## config.mk

```make
export PLATFORM = sky130hd
export DESIGN_NAME = shifter_unit
export DESIGN_NICKNAME = d
export VERILOG_FILES = /design/src/rtl/shifter_unit.sv
export SDC_FILE = /design/constraint.sdc
export NUM_CORES = 1
export LEC_CHECK = 0
export ABC_AREA = 1
export BUFFER_PORTS_ARGS = -buffer_cell sky130_fd_sc_hd__buf_4
export CAP_MARGIN = 20
export CORE_UTILIZATION = 45
export CTS_BUF_LIST = sky130_fd_sc_hd__clkbuf_8
export DETAILED_ROUTE_END_ITERATION = 6
export PLACE_DENSITY = 0.77
export SLEW_MARGIN = 10
export SYNTH_ARGS = -nofsm -noshare
export SYNTH_HDL_FRONTEND = slang
export SYNTH_SLANG_ARGS = --single-unit
```

## constraint.sdc

```tcl
create_clock -name clk -period 0.8 [get_ports clk]
set_clock_uncertainty 0.05 [all_clocks]
set_input_delay 0.04 -clock clk [delete_from_list [all_inputs] [get_ports clk]]
set_output_delay 0.04 -clock clk [all_outputs]
set_load 0.005 [all_outputs]
```

## src/rtl/shifter_unit.sv

```systemverilog
// shifter_unit: registered 32-bit barrel shifter for the integer execute stage.
// Implements SLL, SRL and SRA with one cycle of latency.
// Ports:
//   clk       - rising-edge clock
//   rst_n     - asynchronous active-low reset, clears y and out_valid
//   in_valid  - a, b, mode and sel are valid this cycle
//   a         - operand to shift
//   b         - unsigned shift amount
//   mode      - right-shift type: 0 logical, 1 arithmetic
//   sel       - direction: 0 left, 1 right
//   y         - registered shift result
//   out_valid - y holds the result of the operation accepted last cycle
module shifter_unit #(
  parameter int unsigned WIDTH   = 32,
  parameter int unsigned SHAMT_W = 5
) (
  input  logic               clk,
  input  logic               rst_n,
  input  logic               in_valid,
  input  logic [WIDTH-1:0]   a,
  input  logic [SHAMT_W-1:0] b,
  input  logic               mode,
  input  logic               sel,
  output logic [WIDTH-1:0]   y,
  output logic               out_valid
);

  logic [WIDTH-1:0] a_rev;
  logic [WIDTH-1:0] core_in;
  logic [WIDTH-1:0] core_out;
  logic [WIDTH-1:0] core_out_rev;
  logic [WIDTH-1:0] result;
  logic             fill;

  logic [WIDTH-1:0] y_d, y_q;
  logic             out_valid_d, out_valid_q;

  // Left shifts reuse the right-shift core by reversing bit order on both sides.
  always_comb begin
    a_rev = '0;
    for (int i = 0; i < int'(WIDTH); i++) begin
      a_rev[i] = a[WIDTH-1-i];
    end
  end

  assign core_in = sel ? a : a_rev;
  // Gating with sel keeps an undriven mode from leaking into left shifts.
  assign fill    = mode & sel & a[WIDTH-1];

  // Logarithmic right-shift core: stage s shifts by 2**s when b[s] is set.
  logic [WIDTH-1:0] stage [SHAMT_W+1];
  assign stage[0] = core_in;

  for (genvar s = 0; s < int'(SHAMT_W); s++) begin : g_stage
    localparam int unsigned Amt = 1 << s;
    assign stage[s+1] = b[s] ? {{Amt{fill}}, stage[s][WIDTH-1:Amt]} : stage[s];
  end

  assign core_out = stage[SHAMT_W];

  always_comb begin
    core_out_rev = '0;
    for (int i = 0; i < int'(WIDTH); i++) begin
      core_out_rev[i] = core_out[WIDTH-1-i];
    end
  end

  assign result = sel ? core_out : core_out_rev;

  always_comb begin
    y_d         = y_q;
    out_valid_d = in_valid;
    if (in_valid) begin
      y_d = result;
    end
  end

  always_ff @(posedge clk or negedge rst_n) begin
    if (!rst_n) begin
      y_q         <= '0;
      out_valid_q <= 1'b0;
    end else begin
      y_q         <= y_d;
      out_valid_q <= out_valid_d;
    end
  end

  assign y         = y_q;
  assign out_valid = out_valid_q;

endmodule

```

; Word level (Yosys, flattened, before mapping)
; Index checks and enable logic that the tools add are counted.
[word_totals]
in_bits = 42
elab_cells = 11
output_inout_bits = 33
regBits = 33
[classes]
bitwise_logic = 2
n_mux = 7
[op_table]
columns = op, count
row1 = 32-bit two-way mux, 7
row2 = 1-bit bitwise AND, 2

; Depth between registers and ports, before layout
[depth]
ltp_word = 8
ltp_mapped = 14
mapped_depth_nobuf = 13

; Worst setup path before layout
; Ideal clock, no wire load.
[synth_timing]
kind = input -> register
startpoint = input port b[0]
endpoint = register y_q[22], in the netlist y[22]
n_path_buf = 2
path_slack_ps = -463
required_ps = 633
arrival_ps = 1095
cell_stages = 12
setup_ps = 117
path_cell_list = buf_2 inv_2 buf_2 nand3_1 nand3_1 nand3_1 nand2_1 nand2_1 nand3_1 nand3_1 nand3_1 nand2_1
[synth_via]
elab_chain_cells = 6
[synth_rtl]
columns = item, line
row1 = from (decl), 21  ; input logic [SHAMT_W-1:0] b,
row2 = 32-bit two-way mux (5 in series), 56  ; assign stage[s+1] = b[s] ? {{Amt{fill}}, stage[s][WIDTH-1:Amt]} : stage[s];
row3 = 32-bit two-way mux, 68  ; assign result = sel ? core_out : core_out_rev;
row4 = to (signal assigned), 83  ; y_q <= y_d;
row5 = to (decl), 35  ; logic [WIDTH-1:0] y_d, y_q;
; No other way between the ends.
; A chain may end at the register's enable or synchronous reset.

; Final worst setup path
[layout_timing]
startpoint = input port sel
endpoint = register y_q[14], in the netlist y[14]
[layout_via]
elab_chain_cells = 8
elab_cells_between_ends = 9
cone_classes = mux (7) / bitwise (2)
[layout_rtl]
columns = item, line
row1 = from (decl), 23  ; input logic sel,
row2 = 1-bit bitwise AND (2 in series), 48  ; assign fill = mode & sel & a[WIDTH-1];
row3 = 32-bit two-way mux (5 in series), 56
row4 = 32-bit two-way mux *, 68
; Mark *: on every way between the ends. The rest lies on a longest branch, timed or not.

==> reports/results.txt <==
crit-path most repeated cell - nand3_1
Slew headroom - 70.70%
min-delay src - in_valid
hold endpoint - y[5]$_DFFE_PN0P_
global-route wire length before repair - 24450 um
FF-to-FF setup slack - -0.02 ns
worst hold stages - 3
total number of vias - 6045
critical path capture point type - register
Pwr Total - 8.167 mW
Synth cell types - 11
vias in the first global route - 5083
worst r2r path cells - 3
static leakage - 3.267 nW
final WL - 20170 um
Commonest cells post-synth - nand3_1 (322), nand2_1 (244), dfrtp_1 (33)
Crit Path Max Fanout - 6
port bufs - 74
post-DP HPWL - 9852 um
FF+latch count, synth - 33
TritonRoute pass-1 iters - 7
Die Y - 91.92 um
critical path arrival - 1.61 ns
Placed Cells - 825
status - finished with violations
pin count of the biggest net entering global routing - 34
register area share after synthesis - 22.70%
CTS root buf - clkbuf_8
CTS tree - yes
fin crit share - 184.7%
Worst Setup Slack, final - -0.6777 ns
r2r startpoint - y[14]$_DFFE_PN0P_
EDFF count, synth - 0
Avg WL per Cell - 23.59 um
Cell Rows - 32
Psw - 3.451 mW
max_cap viols - 0
Setup-failing EPs final - 65
CP Cell Sequence - buf_12, inv_12, buf_16, nand2_4, nand3_4, nand3_2, nand3_1, nand2_2, nand2_1, nand3_1, nand3_1, nand3_2, nand2_1
area delta synth->final - 84.39%
fin nets - 794
clk buf depth - 2
# IOs - 75
CTS clock-pin slew for the worst setup and hold paths - 0.07 ns
PwrDens - 1217 mW/mm2
die area - 0.008449 mm2
Synth area leaders - nand3_1 (44%), nand2_1 (25%), dfrtp_1 (23%)
post-synth top area share - 44.29%
Total GRT Usage - 35.72%
worst skew pair latency - 0.29 ns
top achievable clock speed - 676.7 MHz
mapped cell area - 0.003638 mm2
violated checks - DRC, setup timing
initial antenna violation count - 0
Antenna Nets Post-Route - 0
Worst Path Required - 0.93 ns
Clk pwr share - 20.2%
Comb pwr share - 54.6%
syn_nets - 704
fraction of layout cells with a size suffix above 1 - 58.43%
DRC viols - 26
CP bufs+invs - 3
initial DRC count - 1244
Cells after Synth - 662
Crit path largest cell delay - 0.16 ns
syn avg cell area - 5.496 um2
final hold vios - 0
most common cell in the synthesized netlist - nand3_1
Worst path slowest cell - buf_16
initial core utilization - 46.84%
asr flop ratio synth - 100.0%
reg2reg end - y[14]$_DFFE_PN0P_
CTS Buf Count - 5
Pint - 4.716 mW
vias per cell - 7.070
Post-synth top flop - dfrtp_1
fill count - 397
CTS Sinks - 33
Storage cell area - 825.8 um2
Max IR drop VDD - 0.9182 mV
RSZ-0062 raised after global routing - yes
Core Area - 0.007767 mm2
Sw Share - 42.25%
Ant. Diodes - 0
type of origin of the critical path - input port
Final GP Congestion - 0.9500
Synth area leader - nand3_1
CP delay by family, top - simple AND/OR/NAND/NOR gates
min Tclk post-route - 1.478 ns
Ys Warns - 0
Slew @ Worst Pin - 0.4395 ns
total gr overflow - 0
Die W - 91.92 um
Crit path depth - 13
Multi-input gate area - 0.004130 mm2
HP Class - in2reg
Flop pwr share - 25.2%
Layout Cells excl Fill - 855
post-place setup slack - -0.7781 ns
Slew Viols, Final - 0
kind of critical path - in2reg
H-tree depth - 2
-- per-stage QoR --
step           hold WS, ns  setup TNS (ns)  utilization [%]  cell area [um2]
4_1_cts            0.02127          -13.21            73.79             5732
3_5_place_dp      -0.03826          -22.83            60.60             4707
5_1_grt            0.04123          -24.43            86.37             6709
2_1_floorplan      -0.3056          -11.82                -             3890
3_3_place_gp      -0.05351          -22.02            60.60             4707
6_report           0.02867          -20.89            86.37             6709
-- sequential cells by signal, summed over array words and instances, names as in the netlist --
register	flops
y	32
out_valid	1
-- logic make-up after synthesis --
family                 Yosys count  share of synthesized area [%]
AND/OR/NAND/NOR                567                          69.74
flip-flops                      33                          22.70
buffers and inverters           62                          7.566
-- power by group through the flow --
stage | Clock [mW] | Sequential, mW | Combinational, mW
finish | 1.65 | 2.06 | 4.46
global route | 1.73 | 2.07 | 4.69
CTS | 1.66 | 2.05 | 3.40
detailed placement | 0 | 2.03 | 2.82
global placement | 0 | 2.03 | 2.77
floorplan | 0 | 2.04 | 1.69
-- what timing repair did --
item	CTS	global route
setup buffers	1	11
setup endpoints to repair	65	65
hold endpoints to repair	34	0
resized for setup	191	175
hold buffers	2	0
cloned	5	3
pin swaps	32	48
-- cell usage in the layout (no fill, tap or decap), drive strengths merged --
master and instances:
dlygate4sd3 2, clkbuf 9, inv 10, buf 131, bufinv 1, nand3 323
dfrtp 33, nand2 244
-- worst max path at each step --
stage	from	endpoint	slack, ns
final	sel	y[14]$_DFFE_PN0P_	-0.68
after floorplan	b[0]	y[3]$_DFFE_PN0P_	-0.38
after global placement	sel	y[2]$_DFFE_PN0P_	-0.78
after global routing	sel	y[3]$_DFFE_PN0P_	-0.80
after detailed placement	sel	y[2]$_DFFE_PN0P_	-0.78
after CTS	sel	y[7]$_DFFE_PN0P_	-0.35
-- per-layer routing --
metal | track usage, % | vias to the layer above | part of all wire (%)
li1 | - | 2455 | -
met1 | 45.39 | 2713 | 34
met2 | 60.26 | 627 | 44
met3 | 5.970 | 250 | 14
met4 | 13.80 | 0 | 8.5
met5 | 0 | - | 0
-- worst reg2reg max path: cells and delay by family (launching register included) --
family                 cells  cell delay, ns
flip-flops                 1            0.39
buffers and inverters      1            0.14
AND/OR/NAND/NOR            2            0.14
-- area by class of cell --
class,count,area share [%]
repair inverters,1,0.1305
multi-input cells,567,61.56
flip-flops and latches,33,12.31
repair buffers,136,21.62
clock buffers,6,1.231
well taps,102,1.902
clock inverters,2,0.5035
inverters,8,0.7460
No activity file was read; power rests on OpenSTA's default activity.
